## config.mk

```make
export PLATFORM = sky130hd
export DESIGN_NAME = simon_seq_ctrl
export DESIGN_NICKNAME = d
export VERILOG_FILES = /design/src/rtl/simon_pkg.sv /design/src/rtl/simon_seq_mem.sv /design/src/rtl/simon_seq_ctrl.sv
export SDC_FILE = /design/constraint.sdc
export NUM_CORES = 1
export LEC_CHECK = 0
export ABC_AREA = 1
export BUFFER_PORTS_ARGS = -buffer_cell sky130_fd_sc_hd__clkbuf_2
export CELL_PAD_IN_SITES_DETAIL_PLACEMENT = 1
export CELL_PAD_IN_SITES_GLOBAL_PLACEMENT = 1
export CORE_ASPECT_RATIO = 1.75
export CORE_MARGIN = 2
export CORE_UTILIZATION = 50
export CTS_CLUSTER_DIAMETER = 120
export DETAILED_ROUTE_END_ITERATION = 10
export PLACE_DENSITY = 0.86
export SYNTH_ARGS = -nofsm -noshare
export SYNTH_HDL_FRONTEND = slang
export SYNTH_SLANG_ARGS = --single-unit
```

## constraint.sdc

```tcl
create_clock -name clk -period 5.4 [get_ports clk]
set_clock_uncertainty 0.05 [all_clocks]
set_input_delay 0.54 -clock clk [delete_from_list [all_inputs] [get_ports clk]]
set_output_delay 0.54 -clock clk [all_outputs]
set_load 0.05 [all_outputs]
```

## src/rtl/simon_pkg.sv

```systemverilog
// Shared types and default timing for the Simon sequence controller.
package simon_pkg;

  typedef logic [1:0] color_t;

  typedef enum logic [2:0] {
    IDLE,
    ADD,
    SHOW_ON,
    SHOW_OFF,
    WAIT_PRESS,
    WAIT_RELEASE,
    GAME_OVER,
    WIN
  } state_t;

  localparam int unsigned DEF_MAX_LEN       = 32;
  localparam int unsigned DEF_ON_TICKS      = 30;
  localparam int unsigned DEF_OFF_TICKS     = 15;
  localparam int unsigned DEF_TIMEOUT_TICKS = 180;
  localparam int unsigned LEVEL_W           = 6;

  function automatic int unsigned max3(input int unsigned a, input int unsigned b,
                                       input int unsigned c);
    int unsigned m;
    m = a;
    if (b > m) m = b;
    if (c > m) m = c;
    return m;
  endfunction

endpackage

```

## src/rtl/simon_seq_mem.sv

```systemverilog
// Sequence storage: one 2-bit color per step, synchronous write, combinational read.
module simon_seq_mem import simon_pkg::*; #(
  parameter int unsigned DEPTH  = DEF_MAX_LEN,
  parameter int unsigned ADDR_W = $clog2(DEPTH)
) (
  input  logic              clk,
  input  logic              we,
  input  logic [ADDR_W-1:0] wAddr,
  input  logic [1:0]        wData,
  input  logic [ADDR_W-1:0] rAddr,
  output logic [1:0]        rData
);

  // Contents are never cleared; only entries below the current level are read.
  color_t mem [DEPTH];

  always_ff @(posedge clk) begin
    if (we) mem[wAddr] <= wData;
  end

  assign rData = mem[rAddr];

endmodule

```

## src/rtl/simon_seq_ctrl.sv

```systemverilog
// Simon game sequencer: appends a random step, replays the sequence, checks player input.
// Define SIMON_TIMEOUT_EN to end the game when the player stays idle for TIMEOUT_TICKS.
module simon_seq_ctrl import simon_pkg::*; #(
  parameter int unsigned MAX_LEN       = DEF_MAX_LEN,
  parameter int unsigned ON_TICKS      = DEF_ON_TICKS,
  parameter int unsigned OFF_TICKS     = DEF_OFF_TICKS,
  parameter int unsigned TIMEOUT_TICKS = DEF_TIMEOUT_TICKS
) (
  input  logic       clk,
  input  logic       reset,
  input  logic       start,
  input  logic [1:0] randNum,
  input  logic [1:0] playerNum,
  input  logic       playerPressed,
  output logic       simonTurn,
  output logic [1:0] simonNum,
  output logic       simonPressed,
  output logic [5:0] level,
  output logic       gameOver,
  output logic       win
);

  localparam int unsigned ADDR_W = $clog2(MAX_LEN);
  localparam int unsigned TICK_W = $clog2(max3(ON_TICKS, OFF_TICKS, TIMEOUT_TICKS) + 1);

  state_t              state, nextState;
  logic [LEVEL_W-1:0]  levelQ;
  logic [ADDR_W-1:0]   idx;
  logic [TICK_W-1:0]   tick;
  logic                prevPressed;
  logic [1:0]          entry;
  logic                press, onDone, offDone, lastIdx, timeout;

  simon_seq_mem #(.DEPTH(MAX_LEN), .ADDR_W(ADDR_W)) u_mem (
    .clk   (clk),
    .we    (state == ADD),
    .wAddr (ADDR_W'(levelQ)),
    .wData (randNum),
    .rAddr (idx),
    .rData (entry)
  );

  // Rising edge only, so a button held over from the replay never counts.
  assign press   = playerPressed & ~prevPressed;
  assign onDone  = (tick == TICK_W'(ON_TICKS - 1));
  assign offDone = (tick == TICK_W'(OFF_TICKS - 1));
  assign lastIdx = (LEVEL_W'(idx) == levelQ - LEVEL_W'(1));

`ifdef SIMON_TIMEOUT_EN
  assign timeout = (tick == TICK_W'(TIMEOUT_TICKS - 1));
`else
  assign timeout = 1'b0;
`endif

  always_ff @(posedge clk) begin
    if (reset) state <= IDLE;
    else       state <= nextState;
  end

  always_comb begin
    nextState = state;
    case (state)
      IDLE, GAME_OVER, WIN: if (start) nextState = ADD;
      ADD:          nextState = SHOW_ON;
      SHOW_ON:      if (onDone) nextState = SHOW_OFF;
      SHOW_OFF:     if (offDone) nextState = lastIdx ? WAIT_PRESS : SHOW_ON;
      WAIT_PRESS: begin
        if (press)        nextState = (playerNum == entry) ? WAIT_RELEASE : GAME_OVER;
        else if (timeout) nextState = GAME_OVER;
      end
      WAIT_RELEASE: begin
        if (!playerPressed) begin
          if (!lastIdx)                          nextState = WAIT_PRESS;
          else if (levelQ == LEVEL_W'(MAX_LEN))  nextState = WIN;
          else                                   nextState = ADD;
        end
      end
      default:      nextState = IDLE;
    endcase
  end

  always_comb begin
    simonTurn    = 1'b0;
    simonPressed = 1'b0;
    simonNum     = 2'd0;
    gameOver     = 1'b0;
    win          = 1'b0;
    case (state)
      SHOW_ON: begin
        simonTurn    = 1'b1;
        simonPressed = 1'b1;
        simonNum     = entry;
      end
      SHOW_OFF:  simonTurn = 1'b1;
      GAME_OVER: gameOver  = 1'b1;
      WIN:       win       = 1'b1;
      default: ;
    endcase
  end

  // Level, step index, tick counter and press-edge history.
  always_ff @(posedge clk) begin
    if (reset) begin
      levelQ      <= '0;
      idx         <= '0;
      tick        <= '0;
      prevPressed <= 1'b0;
    end else begin
      prevPressed <= playerPressed;
      case (state)
        IDLE, GAME_OVER, WIN: if (start) levelQ <= '0;
        ADD: begin
          levelQ <= levelQ + LEVEL_W'(1);
          idx    <= '0;
          tick   <= '0;
        end
        SHOW_ON: tick <= onDone ? '0 : tick + TICK_W'(1);
        SHOW_OFF: begin
          if (offDone) begin
            tick <= '0;
            idx  <= lastIdx ? '0 : idx + ADDR_W'(1);
          end else begin
            tick <= tick + TICK_W'(1);
          end
        end
`ifdef SIMON_TIMEOUT_EN
        WAIT_PRESS: tick <= tick + TICK_W'(1);
`else
        WAIT_PRESS: tick <= '0;
`endif
        WAIT_RELEASE: begin
          if (!playerPressed && !lastIdx) begin
            idx  <= idx + ADDR_W'(1);
            tick <= '0;
          end
        end
        default: ;
      endcase
    end
  end

  assign level = levelQ;

endmodule

```

==> results of run 1 <==
power by group through the flow:
stage                     sequential, W  clock, W  combinational, W
after detailed placement       0.000839         0          0.000614
final                          0.000824  0.000660          0.000614
after CTS                      0.000824  0.000665          0.000620
after global routing           0.000830  0.000683          0.000683
after global placement         0.000838         0          0.000587
after floorplan                0.000837         0          0.000477
cell usage in the layout (no fill, tap or decap), drive strengths merged:
master  netlist  final
a211oi        1      1
a21oi        20     20
a221oi        1      1
a31oi         1      1
buf          14      1
clkbuf        4     31
clkinv        1      2
dfxtp        28     28
edfxtp       64     64
ha            8      8
inv          39     42
nand2       150    150
nand3        69     69
nand3b        1      1
nand4         4      4
nor2         66     66
nor3         10     10
nor4          2      2
o211ai        1      1
o21ai        15     15
o31ai         1      1
xnor2         3      3
xnor3         1      1
xor2         11     11
flip-flops by register name (all words and copies together), names as in the netlist, named ones only:
register	count
u_mem.mem	64
tick	8
level	6
idx	5
state	3
prevPressed	1
how the worst min path moves through the flow:
stage	from	endpoint	slack, ps	cells after the start
6_report	playerPressed	prevPressed	350	3
5_1_grt	playerPressed	prevPressed	390	3
3_5_place_dp	tick[7]	tick[7]	440	2
3_3_place_gp	tick[7]	tick[7]	430	2
4_1_cts	playerPressed	prevPressed	350	3
2_1_floorplan	tick[7]	tick[7]	410	2
cells in the mapped netlist, types with 2 or more instances:
cell and n:
clkbuf_1 3, nand2_4 2, o21ai_0 10, inv_2 5
o21ai_1 4, a21oi_2 3, dfxtp_1 28, buf_4 6
nand2_1 147, nor3_2 2, inv_1 32, nor3_1 8
buf_2 2, nand3_1 68, xnor2_1 2, inv_4 2
a21oi_1 17, ha_1 8, nand4_1 4, nor2_4 3
xor2_1 11, buf_6 6, nor2_2 6, nor2_1 56
edfxtp_1 64
cell families (layout without fill, tap and decap cells):
logic type | after synthesis | count (layout) | share of synthesized area (%)
flops | 92 | 92 | 53.77
compound gates | 40 | 40 | 4.933
buf+inv | 58 | 76 | 6.395
xor+xnor | 15 | 15 | 3.306
simple gates | 302 | 302 | 29.43
fa+ha+maj | 8 | 8 | 2.168
worst max-delay path, stage by stage (launching register included):
cell and delay [ps]:
dfxtp_1 740, inv_2 300, nand3_1 160, nand3_1 80
nand2_1 80, nand2_1 50, nand3_1 170, nand2_1 100
nor2_1 100, clkbuf_2 280
routing by layer:
metal / vias up / global-route usage [%]
met5: - / 0
met4: 0 / 16.97
met3: 43 / 4.464
met2: 80 / 51.08
met1: 1795 / 23.12
li1: 1743 / -
cell type report:
cell class | count | area share (%)
timing repair buffer | 20 | 2.034
clock buffer | 12 | 5.531
tap | 120 | 2.976
multi-input combinational | 365 | 36.46
sequential | 92 | 49.21
clock inverter | 4 | 0.6944
inverter | 40 | 3.100
through the flow:
stage	hold WS (ps)	std cells	cell area (µm²)	setup WS (ps)	util, %
CTS	346.9	653	5045	2342	55.83
global route	388.1	653	5045	2170	55.83
global placement	429.3	637	4731	2841	52.35
floorplan	413.8	515	4617	2376	-
finish	349.7	653	5045	2391	55.83
detailed placement	440.1	637	4731	2757	52.35
==> key figures, run 1 <==
Critical path
  • R2R Setup Slk: 2900 ps
  • Worst reg2reg path endpoint: idx[1]
  • Worst Path Arrival: 2420 ps
  • Origin of the critical flop-to-flop path: level[0]
  • Register-to-Register Path Depth: 11
  • Crit path to: simonNum[0]
  • CP Max Fanout: 17
  • Required time of the critical path: 4810 ps
  • CP startpoint kind: flop
  • Worst setup EP type: output port
  • Critical path class: reg2out

STA
  • Setup total negative slack: 0 ps
  • RSZ-0062 raised after global routing: false
  • Fin. Hold Viols: 0
  • Period minus WS final: 3009 ps
  • Peak Freq: 332.3 MHz
  • Slew Limit Fails: 0
  • Final worst-path cycle share: 55.73%
  • Final setup fails: 0
  • Slew HR: 50.11%
  • Least-Margin Pin Slew: 745.5 ps

Floorplanning
  • # rows: 46
  • Initial Utilization: 51.09%
  • Die Footprint: 10,050 µm²
  • I/O pin count: 20
  • Die X: 76.64 µm
  • Core ar.: 9036 µm²
  • Die Y: 131.1 µm

Global routing
  • Vias in the first global route: 3,979
  • Global-route wire length before repair: 19,600 µm
  • Initial antenna violation count: 0
  • GR Overflow Total: 0
  • Total track usage: 25.92%
  • Largest net degree at the start of global routing: 34

Synth
  • Synthesized instance count: 515
  • Post-synthesis sequential area ratio: 53.77%
  • Post-synth EDFFs: 64
  • Post-synth top flop: edfxtp_1
  • Ys Warns: 0
  • Synthesized flop and latch total: 92
  • Post-synth top area cell: edfxtp_1
  • Syn nets: 531
  • FFs w/ async S/R, synth: 0%
  • Largest cells by area after synthesis: edfxtp_1 (42%), dfxtp_1 (12%), nand2_1 (12%), nand3_1 (7.4%), nor2_1 (4.6%)
  • Mapped cell area: 4617 µm²
  • Synth cell types: 41
  • Post-synth top area share: 41.63%
  • Syn Area/Cell: 8.965 µm²

Run
  • Max-cap violations: 0

Routing
  • Wire length on met3: 295 µm
  • Wire length per cell: 18.85 µm
  • Residual DRC count: 0
  • Initial drt markers: 248
  • WL met2: 7234 µm
  • M1 WL: 4082 µm
  • DRT antenna net count: 0
  • Routed WL: 12,310 µm
  • Initial DRT Pass Iterations: 4
  • Via density: 5.606
  • Routed vias: 3,661
  • Top layer in use: met4

Power
  • Part of the power in combinational logic: 29.2%
  • Worst VDD drop: 352.8 µV
  • Seq pwr share: 39.3%
  • Final total power: 0.002099 W
  • Clock share of power: 31.5%
  • Sw power: 0.0007689 W
  • Pleak: 1.877 nW
  • Power density over the cells: 416.0 nW/µm²
  • Pint: 0.001330 W
  • Net Sw Frac: 36.64%

Layout
  • Storage element area: 2482 µm²
  • P&R area growth vs syn: 9.268%
  • Fillcell total: 1,085
  • Final #Nets: 544
  • Area of the multi-input gates: 1839 µm²
  • Ant. Diodes: 0
  • Share of cells above drive strength 1: 12.38%

Clock tree
  • Root Driver: clkbuf_16
  • Worst-Skew Late Latency: 350 ps
  • Post-CTS Repair Setup Buffers: 0
  • CTS tree: yes
  • Hold buffers post-CTS: 0
  • Num CTS Buffers: 9
  • CTS Buffer Depth: 2
  • Clock sinks: 92
  • # resized after CTS: 0
  • Clock slew at reported path FFs: 70 ps
  • CTS H-tree lvls: 3

Placement
  • Quantity of I/O buffers inserted on ports: 19
  • GPL Wtd Cong: 0.8145
  • Post-DP HPWL: 8981 µm

Outcome
  • Run status: finished clean

Worst hold path
  • Hold WC Path Type: in2reg
Power figures use the tool's default switching activity.
==> run 2, diff against run 1 <==
- CORE_UTILIZATION: 50 -> 47
- PLACE_DENSITY: 0.86 -> 0.82
- clock period: 5.4 -> 2.8 ns (I/O delays scaled with it)
==> run 2 against run 1 <==
- total power grew 91%
- cell count grew 1.2%
- register-to-register slack lost 2600 ps
- sequential cell count is the same
- critical endpoint is now simonNum[1]
==> key figures, run 2 (synthesized netlist as in run 1, its figures left out) <==
Outcome
  • Run status: finished clean (unchanged)

Critical path
  • Slowest CP cell: dfxtp_1 (unchanged)
  • CP startpoint kind: flop (unchanged)
  • Origin of the critical flop-to-flop path: level[0] (unchanged)
  • Worst Path Arrival: 2260 ps (was 2420 ps)
  • Crit-path cells: buf_4 -> nand2_1 -> nand3_1 -> nand3_1 -> nand2_1 -> nand2_1 -> nand3_1 -> nand2_1 -> nor2_1 -> clkbuf_2 (was inv_2 -> nand3_1 -> nand3_1 -> nand2_1 -> nand2_1 -> nand3_1 -> nand2_1 -> nor2_1 -> clkbuf_2)
  • CP Max Fanout: 14 (was 17)
  • Worst setup EP type: output port (unchanged)
  • Crit path buf inv count: 2 (unchanged)
  • Worst path top cell family by delay: simple AND/OR/NAND/NOR gates (was flip-flops)
  • Critical path class: reg2out (unchanged)
  • Slowest stage delay, CP: 580 ps (was 740 ps)
  • Required time of the critical path: 2470 ps (was 4810 ps)
  • Most frequent CP cell: nand2_1

Global routing
  • Largest net degree at the start of global routing: 33 (was 34)
  • Total track usage: 24.78% (was 25.92%)
  • Initial antenna violation count: 0 (unchanged)
  • Vias in the first global route: 4,001 (was 3,979)
  • Global-route wire length before repair: 19,620 µm (was 19,600 µm)
  • GR Overflow Total: 0 (unchanged)

STA
  • Least-Margin Pin Slew: 616.0 ps (was 745.5 ps)
  • Period minus WS final: 2591 ps
  • Slew Limit Fails: 0 (unchanged)
  • Final worst-path cycle share: 92.54%
  • Slew HR: 58.94% (was 50.11%)
  • Final setup fails: 0 (unchanged)
  • Peak Freq: 385.9 MHz
  • Fin. Hold Viols: 0 (unchanged)
  • RSZ-0062 raised after global routing: false (unchanged)
  • Setup total negative slack: 0 ps (unchanged)
  • Final WS setup: 208.8 ps (was 2391 ps)

Layout
  • Area of the multi-input gates: 1839 µm² (unchanged)
  • Final #Nets: 550 (was 544)
  • Most frequent cells in the layout: nand2_1 (147), nand3_1 (68), edfxtp_1 (64) (unchanged)
  • Largest register by flop count: u_mem.mem (unchanged)
  • Share of cells above drive strength 1: 13.54% (was 12.38%)
  • Fillcell total: 1,159 (was 1,085)
  • Non-Filler Instances: 661 (was 653)
  • Final instance area: 5089 µm² (was 5045 µm²)
  • Largest register FFs: 64 (unchanged)
  • Ant. Diodes: 0 (unchanged)
  • Storage element area: 2482 µm² (unchanged)
  • P&R area growth vs syn: 10.22% (was 9.268%)
  • Commonest non-fill, non-tap cell in the layout: nand2_1 (unchanged)

Placement
  • Placed insts: 645 (was 637)
  • Post-DP HPWL: 9023 µm (was 8981 µm)
  • GPL Wtd Cong: 0.8097 (was 0.8145)
  • Worst slack, placed: 358.6 ps (was 2757 ps)
  • Quantity of I/O buffers inserted on ports: 19 (unchanged)
  • Placed Area: 4778 µm² (was 4731 µm²)

Routing
  • Via density: 5.501 (was 5.606)
  • DRT antenna net count: 0 (unchanged)
  • Initial DRT Pass Iterations: 4 (unchanged)
  • Routed vias: 3,636 (was 3,661)
  • Initial drt markers: 247 (was 248)
  • Routed WL: 12,080 µm (was 12,310 µm)
  • Wire length per cell: 18.27 µm (was 18.85 µm)
  • Residual DRC count: 0 (unchanged)

Clock tree
  • CTS tree: yes (unchanged)
  • Root Driver: clkbuf_16 (unchanged)
  • Num CTS Buffers: 9 (unchanged)
  • Clock slew at reported path FFs: 60 ps (was 70 ps)
  • Hold buffers post-CTS: 0 (unchanged)
  • Worst-Skew Late Latency: 340 ps (was 350 ps)
  • CTS Buffer Depth: 2 (unchanged)
  • Clock sinks: 92 (unchanged)
  • CTS H-tree lvls: 3 (unchanged)
  • Post-CTS Repair Setup Buffers: 0 (unchanged)
  • # resized after CTS: 0 (unchanged)

Run
  • Max-cap violations: 0 (unchanged)

Floorplanning
  • Die Y: 135.1 µm (was 131.1 µm)
  • Core ar.: 9527 µm² (was 9036 µm²)
  • Initial Utilization: 48.46% (was 51.09%)
  • I/O pin count: 20 (unchanged)
  • # rows: 47 (was 46)
  • Die Footprint: 10,660 µm² (was 10,050 µm²)
  • Die X: 78.92 µm (was 76.64 µm)

Power
  • Power density over the cells: 788.6 nW/µm² (was 416.0 nW/µm²)
  • Final total power: 0.004013 W (was 0.002099 W)
  • Worst VDD drop: 654.5 µV (was 352.8 µV)
  • Pleak: 1.910 nW (was 1.877 nW)

Worst hold path
  • HP Start: playerPressed (unchanged)
  • Hold WC Path Type: in2reg (unchanged)
## run 2: stage by stage
| step | hold slack [ps] | util, % |
|---|---|---|
| 6_report | 114.0 | 53.41 |
| 5_1_grt | 138.3 | 53.41 |
| 4_1_cts | 107.0 | 53.41 |
| 3_5_place_dp | 436.6 | 50.16 |
| 3_3_place_gp | 429.6 | 50.16 |
| 2_1_floorplan | 328.9 | - |
## run 2: worst paths after layout
path                       to  slack [ps]  cells after the start
hold reg to reg       tick[7]         450                      2
setup reg to reg         flop         310                     11
setup / recovery  simonNum[1]         210                     10
hold / removal    prevPressed         110                      3
## run 2: worst register-to-register path: cells and delay by family, from the launching register on
| family | cells | cell delay [ps] |
|---|---|---|
| DFF | 1 | 530 |
| xor gates and xnor gates | 2 | 330 |
| and+or+nand+nor | 6 | 770 |
| adders and majority gates | 1 | 280 |
| AOI/OAI and AO/OA | 1 | 270 |
| buffers and inverters | 1 | 160 |
## run 2: area by class of cell
cell class | instances | area share (%)
Inverter | 40 | 3.074
Sequential cell | 92 | 48.78
Tap cell | 122 | 3.000
Clock inverter | 2 | 0.2705
Timing Repair Buffer | 26 | 2.901
Multi-Input combinational cell | 365 | 36.14
Clock buffer | 14 | 5.827
## run 2: layer usage
layer  vias up  global-route usage, %  wire length, µm
li1       1749                      -                -
met1      1785                  21.98             3931
met2        71                  50.14             7359
met3        31                  3.944              343
met4         0                  14.27              444
met5         -                      0                0
## run 2: power breakdown
part / leakage (nW) / switching [W] / internal, W
clock: 0.157 / 0.000487 / 0.000732
sequential: 0.803 / 0.0000903 / 0.00152
combinational: 0.950 / 0.000845 / 0.000343
==> run 3, diff against run 2 <==
- CORE_ASPECT_RATIO: 1.75 -> 1.2
==> run 3 against run 2 <==
- via count is 0.69% lower
- count of clock-buffer cells in the layout is 2 lower
- combinational power hardly changed
- sequential power hardly changed
- fmax is 2.4% higher
==> key figures, run 3 (synthesized netlist as in run 1, its figures left out) <==
Clock tree
  • Num CTS Buffers: 9 (unchanged)
  • Clock sinks: 92 (unchanged)
  • Worst-Skew Late Latency: 350 ps (was 340 ps)
  • Root Driver: clkbuf_16 (unchanged)
  • CTS Buffer Depth: 2 (unchanged)
  • # resized after CTS: 0 (unchanged)
  • Clock slew at reported path FFs: 70 ps (was 60 ps)
  • CTS tree: yes (unchanged)
  • Post-CTS Repair Setup Buffers: 0 (unchanged)
  • CTS H-tree lvls: 3 (unchanged)
  • Hold buffers post-CTS: 0 (unchanged)

Routing
  • Residual DRC count: 0 (unchanged)
  • Wire length per cell: 17.97 µm (was 18.27 µm)
  • Via density: 5.463 (was 5.501)
  • Initial DRT Pass Iterations: 4 (unchanged)
  • Initial drt markers: 121 (was 247)
  • Routed WL: 11,880 µm (was 12,080 µm)
  • DRT antenna net count: 0 (unchanged)
  • Routed vias: 3,611 (was 3,636)

Floorplanning
  • Die X: 94.48 µm (was 78.92 µm)
  • Die Y: 112.6 µm (was 135.1 µm)
  • Core ar.: 9564 µm² (was 9527 µm²)
  • Die Footprint: 10,640 µm² (was 10,660 µm²)
  • Initial Utilization: 48.27% (was 48.46%)
  • # rows: 39 (was 47)
  • I/O pin count: 20 (unchanged)

Critical path
  • Worst setup EP type: output port (unchanged)
  • Slowest CP cell: dfxtp_1 (unchanged)
  • Worst path top cell family by delay: simple AND/OR/NAND/NOR gates (unchanged)
  • CP Max Fanout: 13 (was 14)
  • Required time of the critical path: 2470 ps (about the same)
  • Crit path buf inv count: 2 (unchanged)
  • Most frequent CP cell: nand2_1 (unchanged)
  • R2R Setup Slk: 340 ps (was 310 ps)
  • Critical path class: reg2out (unchanged)
  • Crit-path cells: buf_4 -> nand2_1 -> nand3_1 -> nand3_1 -> nand2_1 -> nand2_1 -> nand3_1 -> nand2_1 -> nor2_1 -> clkbuf_2 (unchanged)
  • CP startpoint kind: flop (unchanged)
  • Slowest stage delay, CP: 600 ps (was 580 ps)
  • Worst Path Arrival: 2200 ps (was 2260 ps)

STA
  • Final worst-path cycle share: 90.38% (was 92.54%)
  • Least-Margin Pin Slew: 653.3 ps (was 616.0 ps)
  • Final setup fails: 0 (unchanged)
  • RSZ-0062 raised after global routing: false (unchanged)
  • Peak Freq: 395.2 MHz (was 385.9 MHz)
  • Fin. Hold Viols: 0 (unchanged)
  • Slew HR: 56.45% (was 58.94%)
  • Period minus WS final: 2531 ps (was 2591 ps)
  • Final WS setup: 269.4 ps (was 208.8 ps)
  • Setup total negative slack: 0 ps (unchanged)
  • Slew Limit Fails: 0 (unchanged)

Placement
  • Worst slack, placed: 344.0 ps (was 358.6 ps)
  • GPL Wtd Cong: 0.8348 (was 0.8097)
  • Post-DP HPWL: 8548 µm (was 9023 µm)
  • Placed Area: 4772 µm² (was 4778 µm²)
  • Placed insts: 645 (unchanged)
  • Quantity of I/O buffers inserted on ports: 19 (unchanged)

Layout
  • Final #Nets: 549 (was 550)
  • Largest register by flop count: u_mem.mem (unchanged)
  • Ant. Diodes: 0 (unchanged)
  • Non-Filler Instances: 661 (unchanged)
  • Most frequent cells in the layout: nand2_1 (147), nand3_1 (68), edfxtp_1 (64) (unchanged)
  • Finished Core Util: 53.17% (was 53.41%)
  • Commonest non-fill, non-tap cell in the layout: nand2_1 (unchanged)
  • Final instance area: 5085 µm² (was 5089 µm²)
  • P&R area growth vs syn: 10.14% (was 10.22%)
  • Share of cells above drive strength 1: 13.01% (was 13.54%)
  • Largest register FFs: 64 (unchanged)

Global routing
  • Largest net degree at the start of global routing: 33 (unchanged)
  • Initial antenna violation count: 0 (unchanged)
  • Total track usage: 24.31% (was 24.78%)
  • GR Overflow Total: 0 (unchanged)
  • Vias in the first global route: 3,867 (was 4,001)
  • Global-route wire length before repair: 19,200 µm (was 19,620 µm)

Run
  • Max-cap violations: 0 (unchanged)

Power
  • Power density over the cells: 794.4 nW/µm² (was 788.6 nW/µm²)
  • Worst VDD drop: 524.4 µV (was 654.5 µV)
  • Pleak: 1.898 nW (was 1.910 nW)

Outcome
  • Run status: finished clean (unchanged)

Worst hold path
  • Hold WC Path Type: in2reg (unchanged)
## run 3: cell types whose count changed in the layout (fill, tap and decap cells not counted)
cell        change
buf_4           -1
bufinv_16       +1
clkbuf_1        +2
clkbuf_2        -1
clkbuf_8        -3
clkinv_2        -1
clkinvlp_4      +1
inv_6           +1
## run 3: per-stage QoR
step | power, W | hold slack, ps
floorplan | 0.002536 | 328.9
global placement | 0.002762 | 430.1
detailed placement | 0.002803 | 453.3
CTS | 0.004079 | 93.60
global route | 0.004260 | 129.8
finish | 0.004039 | 106.7
## run 3: layer usage
layer / up-vias / wire length (µm) / track usage, %
li1: 1746 / - / -
met1: 1782 / 4662 / 26.64
met2: 60 / 6528 / 44.10
met3: 23 / 358 / 4.966
met4: 0 / 332 / 11.69
met5: - / 0 / 0
## run 3: layout make-up
| cell class | count | area [µm²] |
|---|---|---|
| fill | 1140 | 4479 |
| clock inverter | 4 | 55.05 |
| clock buffer | 12 | 257.7 |
| inverter | 40 | 156.4 |
| sequential | 92 | 2482 |
| timing repair buffer | 25 | 140.1 |
| tap | 123 | 153.9 |
| multi-input combinational | 365 | 1839 |
## run 3: where the power goes
group          total [W]  switching (W)  internal, W
Combinational    0.00116       0.000824     0.000341
Sequential       0.00160      0.0000869      0.00152
Clock            0.00127       0.000521     0.000752
Total            0.00404        0.00143      0.00261
## run 3: final timing paths
kind	from	to	depth (start not counted)
hold reg to reg	tick[7]	tick[7]	2
setup reg to reg	level[0]	flop	11
hold / removal	playerPressed	prevPressed	3
setup / recovery	flop	simonNum[0]	10
## run 3: worst min-delay path, stage by stage
cell and delay (ps):
clkbuf_2 90, inv_1 60, nor2_1 40
